--- config.mk ---
export PLATFORM = sky130hd
export DESIGN_NAME = lb_step_sequencer
export DESIGN_NICKNAME = d
export VERILOG_FILES = /design/src/rtl/lb_step_sequencer.sv
export SDC_FILE = /design/constraint.sdc
export NUM_CORES = 1
export LEC_CHECK = 0
export ABC_AREA = 0
export CORE_UTILIZATION = 49
export DETAILED_ROUTE_END_ITERATION = 8
export GPL_TIMING_DRIVEN = 0
export PLACE_DENSITY = 0.74
export SYNTH_ARGS = -nofsm -noshare
export SYNTH_HDL_FRONTEND = slang
export SYNTH_SLANG_ARGS = --single-unit
--- constraint.sdc ---
create_clock -name clk -period 2.8 [get_ports clk]
set_input_delay 0.56 -clock clk [delete_from_list [all_inputs] [get_ports clk]]
set_output_delay 0.56 -clock clk [all_outputs]
set_load 0.02 [all_outputs]
--- src/rtl/lb_step_sequencer.sv ---
// Frame sequencer for the LB engine: drives the 4-phase start/finish handshake for
// init, ship init, N x (collide, stream), speed-color and move-trace, with a per-state timeout.
module lb_step_sequencer #(
    parameter int unsigned TIMEOUT_CYCLES = 1048576,
    parameter int unsigned FRAME_CNT_W    = 16
) (
    input  logic                   clk,
    input  logic                   rst,
    input  logic                   go,
    input  logic                   cmd_init,
    input  logic                   clear_err,
    input  logic [7:0]             steps_per_frame,
    input  logic                   init_finish,
    input  logic                   init_ship_finish,
    input  logic                   collide_finish,
    input  logic                   stream_finish,
    input  logic                   speed_color_finish,
    input  logic                   move_trace_finish,
    output logic                   start_init,
    output logic                   init_ship,
    output logic                   start_collide,
    output logic                   start_stream,
    output logic                   start_speed_color,
    output logic                   start_move_trace,
    output logic                   busy,
    output logic                   initialized,
    output logic                   frame_done,
    output logic [7:0]             step_count,
    output logic [FRAME_CNT_W-1:0] frame_count,
    output logic                   error,
    output logic [2:0]             error_phase
);

    localparam int unsigned TW = (TIMEOUT_CYCLES > 2) ? $clog2(TIMEOUT_CYCLES) : 1;
    localparam logic [TW-1:0] TLast = TW'(TIMEOUT_CYCLES - 1);
    localparam logic [FRAME_CNT_W-1:0] FrameOne = {{(FRAME_CNT_W-1){1'b0}}, 1'b1};

    typedef enum logic [3:0] {
        StIdle, StInitReq, StInitRel, StShipReq, StShipRel, StColReq, StColRel,
        StStrReq, StStrRel, StSpdReq, StSpdRel, StTrcReq, StTrcRel, StFdone, StError
    } state_e;

    state_e                 state_q, state_d;
    logic [TW-1:0]          timer_q, timer_d;
    logic [7:0]             spf_q, spf_d;
    logic [7:0]             step_count_q, step_count_d;
    logic [FRAME_CNT_W-1:0] frame_count_q, frame_count_d;
    logic                   initialized_q, initialized_d;
    logic                   error_q, error_d;
    logic [2:0]             error_phase_q, error_phase_d;
    logic [5:0]             start_q, start_d;
    logic                   busy_q, busy_d;
    logic                   frame_done_q, frame_done_d;

    logic       fin;
    logic       in_phase;
    logic [2:0] phase;
    logic [7:0] step_inc;
    logic [7:0] spf_eff;

    assign step_inc = step_count_q + 8'd1;
    assign spf_eff  = (steps_per_frame == 8'd0) ? 8'd1 : steps_per_frame;

    // Phase decode of the current REQ/REL state, used for finish select and error_phase.
    always_comb begin
        phase    = 3'd0;
        in_phase = 1'b1;
        unique case (state_q)
            StInitReq, StInitRel: phase = 3'd0;
            StShipReq, StShipRel: phase = 3'd1;
            StColReq,  StColRel:  phase = 3'd2;
            StStrReq,  StStrRel:  phase = 3'd3;
            StSpdReq,  StSpdRel:  phase = 3'd4;
            StTrcReq,  StTrcRel:  phase = 3'd5;
            default:              in_phase = 1'b0;
        endcase
    end

    always_comb begin
        unique case (phase)
            3'd0:    fin = init_finish;
            3'd1:    fin = init_ship_finish;
            3'd2:    fin = collide_finish;
            3'd3:    fin = stream_finish;
            3'd4:    fin = speed_color_finish;
            default: fin = move_trace_finish;
        endcase
    end

    always_comb begin
        state_d       = state_q;
        spf_d         = spf_q;
        step_count_d  = step_count_q;
        frame_count_d = frame_count_q;
        initialized_d = initialized_q;
        error_d       = error_q;
        error_phase_d = error_phase_q;

        unique case (state_q)
            StIdle: begin
                if (cmd_init || (go && !initialized_q)) begin
                    state_d = StInitReq;
                end else if (go) begin
                    state_d      = StColReq;
                    step_count_d = 8'd0;
                    spf_d        = spf_eff;
                end
            end
            StInitReq: if (fin)  state_d = StInitRel;
            StInitRel: if (!fin) state_d = StShipReq;
            StShipReq: if (fin)  state_d = StShipRel;
            StShipRel: begin
                if (!fin) begin
                    state_d       = StIdle;
                    initialized_d = 1'b1;
                end
            end
            StColReq: if (fin)  state_d = StColRel;
            StColRel: if (!fin) state_d = StStrReq;
            StStrReq: if (fin)  state_d = StStrRel;
            StStrRel: begin
                if (!fin) begin
                    step_count_d = step_inc;
                    state_d      = (step_inc < spf_q) ? StColReq : StSpdReq;
                end
            end
            StSpdReq: if (fin)  state_d = StSpdRel;
            StSpdRel: if (!fin) state_d = StTrcReq;
            StTrcReq: if (fin)  state_d = StTrcRel;
            StTrcRel: if (!fin) state_d = StFdone;
            StFdone: begin
                frame_count_d = frame_count_q + FrameOne;
                // Chain straight into the next frame so collide starts right after frame_done.
                if (go) begin
                    state_d      = StColReq;
                    step_count_d = 8'd0;
                    spf_d        = spf_eff;
                end else begin
                    state_d = StIdle;
                end
            end
            StError: begin
                if (clear_err) begin
                    state_d = StIdle;
                    error_d = 1'b0;
                end
            end
            default: state_d = StIdle;
        endcase

        if (in_phase && (timer_q == TLast) && (state_d == state_q)) begin
            state_d       = StError;
            error_d       = 1'b1;
            error_phase_d = phase;
        end
    end

    always_comb begin
        timer_d      = (state_d != state_q) ? '0 : timer_q + TW'(1);
        start_d      = 6'd0;
        busy_d       = (state_d != StIdle) && (state_d != StError);
        frame_done_d = (state_d == StFdone);
        unique case (state_d)
            StInitReq: start_d[0] = 1'b1;
            StShipReq: start_d[1] = 1'b1;
            StColReq:  start_d[2] = 1'b1;
            StStrReq:  start_d[3] = 1'b1;
            StSpdReq:  start_d[4] = 1'b1;
            StTrcReq:  start_d[5] = 1'b1;
            default:   start_d    = 6'd0;
        endcase
    end

    always_ff @(posedge clk) begin
        if (rst) begin
            state_q       <= StIdle;
            timer_q       <= '0;
            spf_q         <= 8'd0;
            step_count_q  <= 8'd0;
            frame_count_q <= '0;
            initialized_q <= 1'b0;
            error_q       <= 1'b0;
            error_phase_q <= 3'd0;
            start_q       <= 6'd0;
            busy_q        <= 1'b0;
            frame_done_q  <= 1'b0;
        end else begin
            state_q       <= state_d;
            timer_q       <= timer_d;
            spf_q         <= spf_d;
            step_count_q  <= step_count_d;
            frame_count_q <= frame_count_d;
            initialized_q <= initialized_d;
            error_q       <= error_d;
            error_phase_q <= error_phase_d;
            start_q       <= start_d;
            busy_q        <= busy_d;
            frame_done_q  <= frame_done_d;
        end
    end

    assign start_init        = start_q[0];
    assign init_ship         = start_q[1];
    assign start_collide     = start_q[2];
    assign start_stream      = start_q[3];
    assign start_speed_color = start_q[4];
    assign start_move_trace  = start_q[5];
    assign busy              = busy_q;
    assign initialized       = initialized_q;
    assign frame_done        = frame_done_q;
    assign step_count        = step_count_q;
    assign frame_count       = frame_count_q;
    assign error             = error_q;
    assign error_phase       = error_phase_q;

endmodule
==> flow_metrics.py <==
metrics = {
    "run_status": {
        "run_status": "finished, violations left",
        "violations": "setup timing",
    },
    "pwr": {
        "p_leak_nw": 1.81,
        "p_sw_mw": 0.660,
        "internal_power_mw": 1.61,
        "power_density_mw_per_mm2": 464,
        "p_comb_share_pct": 19.7,
        "peakVddDrop_v": 0.000214,
        "p_clk_share_pct": 35.3,
        "finalPower_mw": 2.27,
        "swShare_pct": 29.1,
        "power_frac_seq_pct": 44.9,
    },
    "die": {
        "io_pins": 56,
        "rows": 31,
        "core_area_mm2": 0.00725,
        "start_util_pct": 50.9,
        "die_x_um": 88.8,
        "dieArea_mm2": 0.00789,
        "die_h_um": 88.8,
    },
    "drt": {
        "drtPass1Iterations": 5,
        "routed_wl_um": 9200,
        "ant_nets": 0,
        "drc_errors": 0,
        "num_vias": 3453,
        "vias_per_cell": 5.52,
        "wire_per_inst_um": 14.7,
        "drt_iter0_drc": 171,
    },
    "setup_path": {
        "required_ns": 3.03,
        "crit_slowest_cell": "or4_1",
        "crit_type": "register to register",
        "r2r_start": "step_count[0]",
        "reg2reg_depth": 12,
        "critical_path_depth": 12,
        "cp_num_buf_inv": 0,
        "endpoint_kind": "register",
        "arrival_ns": 3.06,
        "critPathLaunchType": "register",
        "path_max_fanout": 5,
        "slowest_delay_ns": 0.52,
        "critPathMostFrequentCell": "and3_4",
        "critPathLaunch": "step_count[0]",
        "path_cells": "and3_4 > and3_4 > nand3_4 > xnor2_2 > ha_1 > a21oi_1 > o21ai_1 > a21oi_2 > o221a_2 > nand2_1 > or4_1 > and3_1",
        "path_delay_family": "simple AND/OR/NAND/NOR gates",
    },
    "cts": {
        "htree_levels": 3,
        "cts_tree": "done",
        "numCtsBuffers": 9,
        "holdBufCountCts": 0,
        "cts.sinks": 69,
        "cts_root_buf": "clkbuf_8",
        "path_clk_slew_ns": 0.07,
        "ctsLongestPathBuffers": 2,
        "clk_latency_ns": 0.33,
    },
    "yosys": {
        "syn_area_mm2": 0.00369,
        "ys.warnings.count": 0,
        "synth_edf_count": 0,
        "synth.area.top_cells": "dfxtp_1 (37%), nor2_1 (8.2%), xor2_1 (7.3%)",
        "synth_cell_types": 67,
        "yosysMostFrequentCell": "nor2_1",
        "ys_ff_latch": 69,
        "synth_top_cell_by_area": "dfxtp_1",
        "postSynthAreaPerCell_um2": 8.32,
        "synthArstFlopShare_pct": 0,
        "ys_seq_area_share_pct": 37.4,
        "synth_top_area_share_pct": 37.4,
        "synth_flop_cell": "dfxtp_1",
        "syn_nets": 473,
        "synthTopCellsByCount": "nor2_1 (81), dfxtp_1 (69), nand2_1 (33)",
        "synthCells": 444,
    },
    "global_routing": {
        "grt_pass1_vias": 3186,
        "grt_max_degree": 13,
        "grt_pass1_wl_um": 14600,
        "grtUsageTotal_pct": 24.0,
        "grt.overflow.total": 0,
        "antenna_found_initial": 0,
    },
    "sta": {
        "finalSetupTns_ns": -0.0227,
        "fin_crit_sh_pct": 101,
        "max_freq_ghz": 0.354,
        "finalMaxSlewViolations": 0,
        "setup_ws_ns": -0.0227,
        "period_minus_slack_ns": 2.82,
        "grt_setup_unrepaired": "true",
        "setup_violations": 1,
        "skew_ns": 0.00818,
        "relSlewSlack_pct": 55.4,
        "tightest_slew_ns": 0.664,
        "hold_viol": 0,
    },
    "layout": {
        "drive_gt1_share_pct": 16.3,
        "finalNetCount": 550,
        "syn_to_final_growth_pct": 32.1,
        "fin_cells": 625,
        "antennaDiodeCount": 0,
    },
    "min_path": {
        "hp-start": "error_phase[2]",
        "whs_path_depth": 2,
        "min_path_type": "register to register",
    },
    "placement": {
        "place_inst": 596,
        "hpwl_um": 6580,
        "place_ws_ns": -0.485,
        "io_buffers": 53,
        "gp_congestion": 0.916,
    },
    "job": {
        "maxCapViolCount": 0,
    },
}
==> logic make-up after synthesis <==
kind of cell               Yosys count  synth area share, %
buffers and inverters               35                 4.03
xor gates and xnor gates            45                 10.7
adders and majority gates           10                 3.39
muxes                               12                 3.28
and+or+nand+nor                    210                 29.0
AOI/OAI and AO/OA                   63                 12.2
DFF                                 69                 37.4
==> cell usage in the layout, fill, tap and decap left out, types with 3 or more instances in the layout <==
cell type and count:
a211oi_2 3, or3_1 3, xor2_1 31, inv_1 13, or4_1 3, nor2_1 81, nor4_2 4, o21ai_0 3
and3_4 5, ha_1 8, o211a_1 3, dfxtp_1 66, a21oi_1 16, nand4_1 9, dfxtp_4 3, nor3_1 3
nand2_1 32, nor2b_1 7, clkinv_2 3, nor3_2 4, clkbuf_4 3, clkbuf_8 10, o31ai_1 3, buf_2 3
clkdlybuf4s50_1 52, buf_4 16, nand2b_1 6, clkbuf_1 10, nand3_1 17, nor4_1 4, xnor2_1 13, mux2i_1 11
and3_1 10
==> tightest hold or removal path, cell delays in order, from the launching register on <==
cell      delay [ns]
dfxtp_1         0.32
nand2b_1        0.07
a21oi_1         0.05
==> stage by stage <==
| stage | utilization, % | cell area (µm²) | hold WS [ns] |
|---|---|---|---|
| floorplan | - | 3720 | 0.426 |
| global placement | 60.3 | 4370 | 0.441 |
| detailed placement | 60.3 | 4370 | 0.463 |
| CTS | 64.4 | 4670 | 0.473 |
| global route | 67.3 | 4880 | 0.516 |
| finish | 67.3 | 4880 | 0.480 |
==> metal layers <==
layer | track usage, % | wire, µm | vias to the layer above
met3 | 6.34 | 554 | 19
met1 | 30.6 | 4140 | 1625
met4 | 7.18 | 157 | 0
met5 | 0 | 0 | -
met2 | 39.6 | 4350 | 110
li1 | - | - | 1699
==> power by group through the flow <==
| stage | registers [mW] | clock network [mW] | logic (mW) |
|---|---|---|---|
| final | 1.02 | 0.801 | 0.447 |
| after global routing | 1.02 | 0.867 | 0.485 |
| after CTS | 1.02 | 0.826 | 0.399 |
| after detailed placement | 1.04 | 0 | 0.389 |
| after global placement | 1.04 | 0 | 0.389 |
| after floorplan | 1.05 | 0 | 0.256 |
==> sequential cells by signal, indices dropped and copies added, names as in the netlist, 3 cells and up <==
| register | cells |
|---|---|
| timer_q | 20 |
| frame_count | 16 |
| spf_q | 8 |
| step_count | 8 |
| start_q | 6 |
| state_q | 4 |
| error_phase | 3 |
==> timing repair <==
item | in CTS | in global routing
setup endpoints to repair | 29 | 40
resized for setup | 11 | 33
setup buffers | 4 | 9
pin swaps | 8 | 8
==> worst paths after layout <==
check | slack [ns] | to
min | 0.48 | error_phase[2]
min reg2reg | 0.48 | error_phase[2]
max | -0.02 | busy
max reg2reg | -0.02 | busy
==> cell type report <==
type	instances	area [µm²]
inverter	14	52.6
timing repair buffer	66	643
fill	612	2370
tap	99	124
buffer	21	109
sequential	69	1390
multi-input combinational	340	2360
clock buffer	10	138
clock inverter	6	61.3
Note: power is estimated with default switching activity, not from simulation.
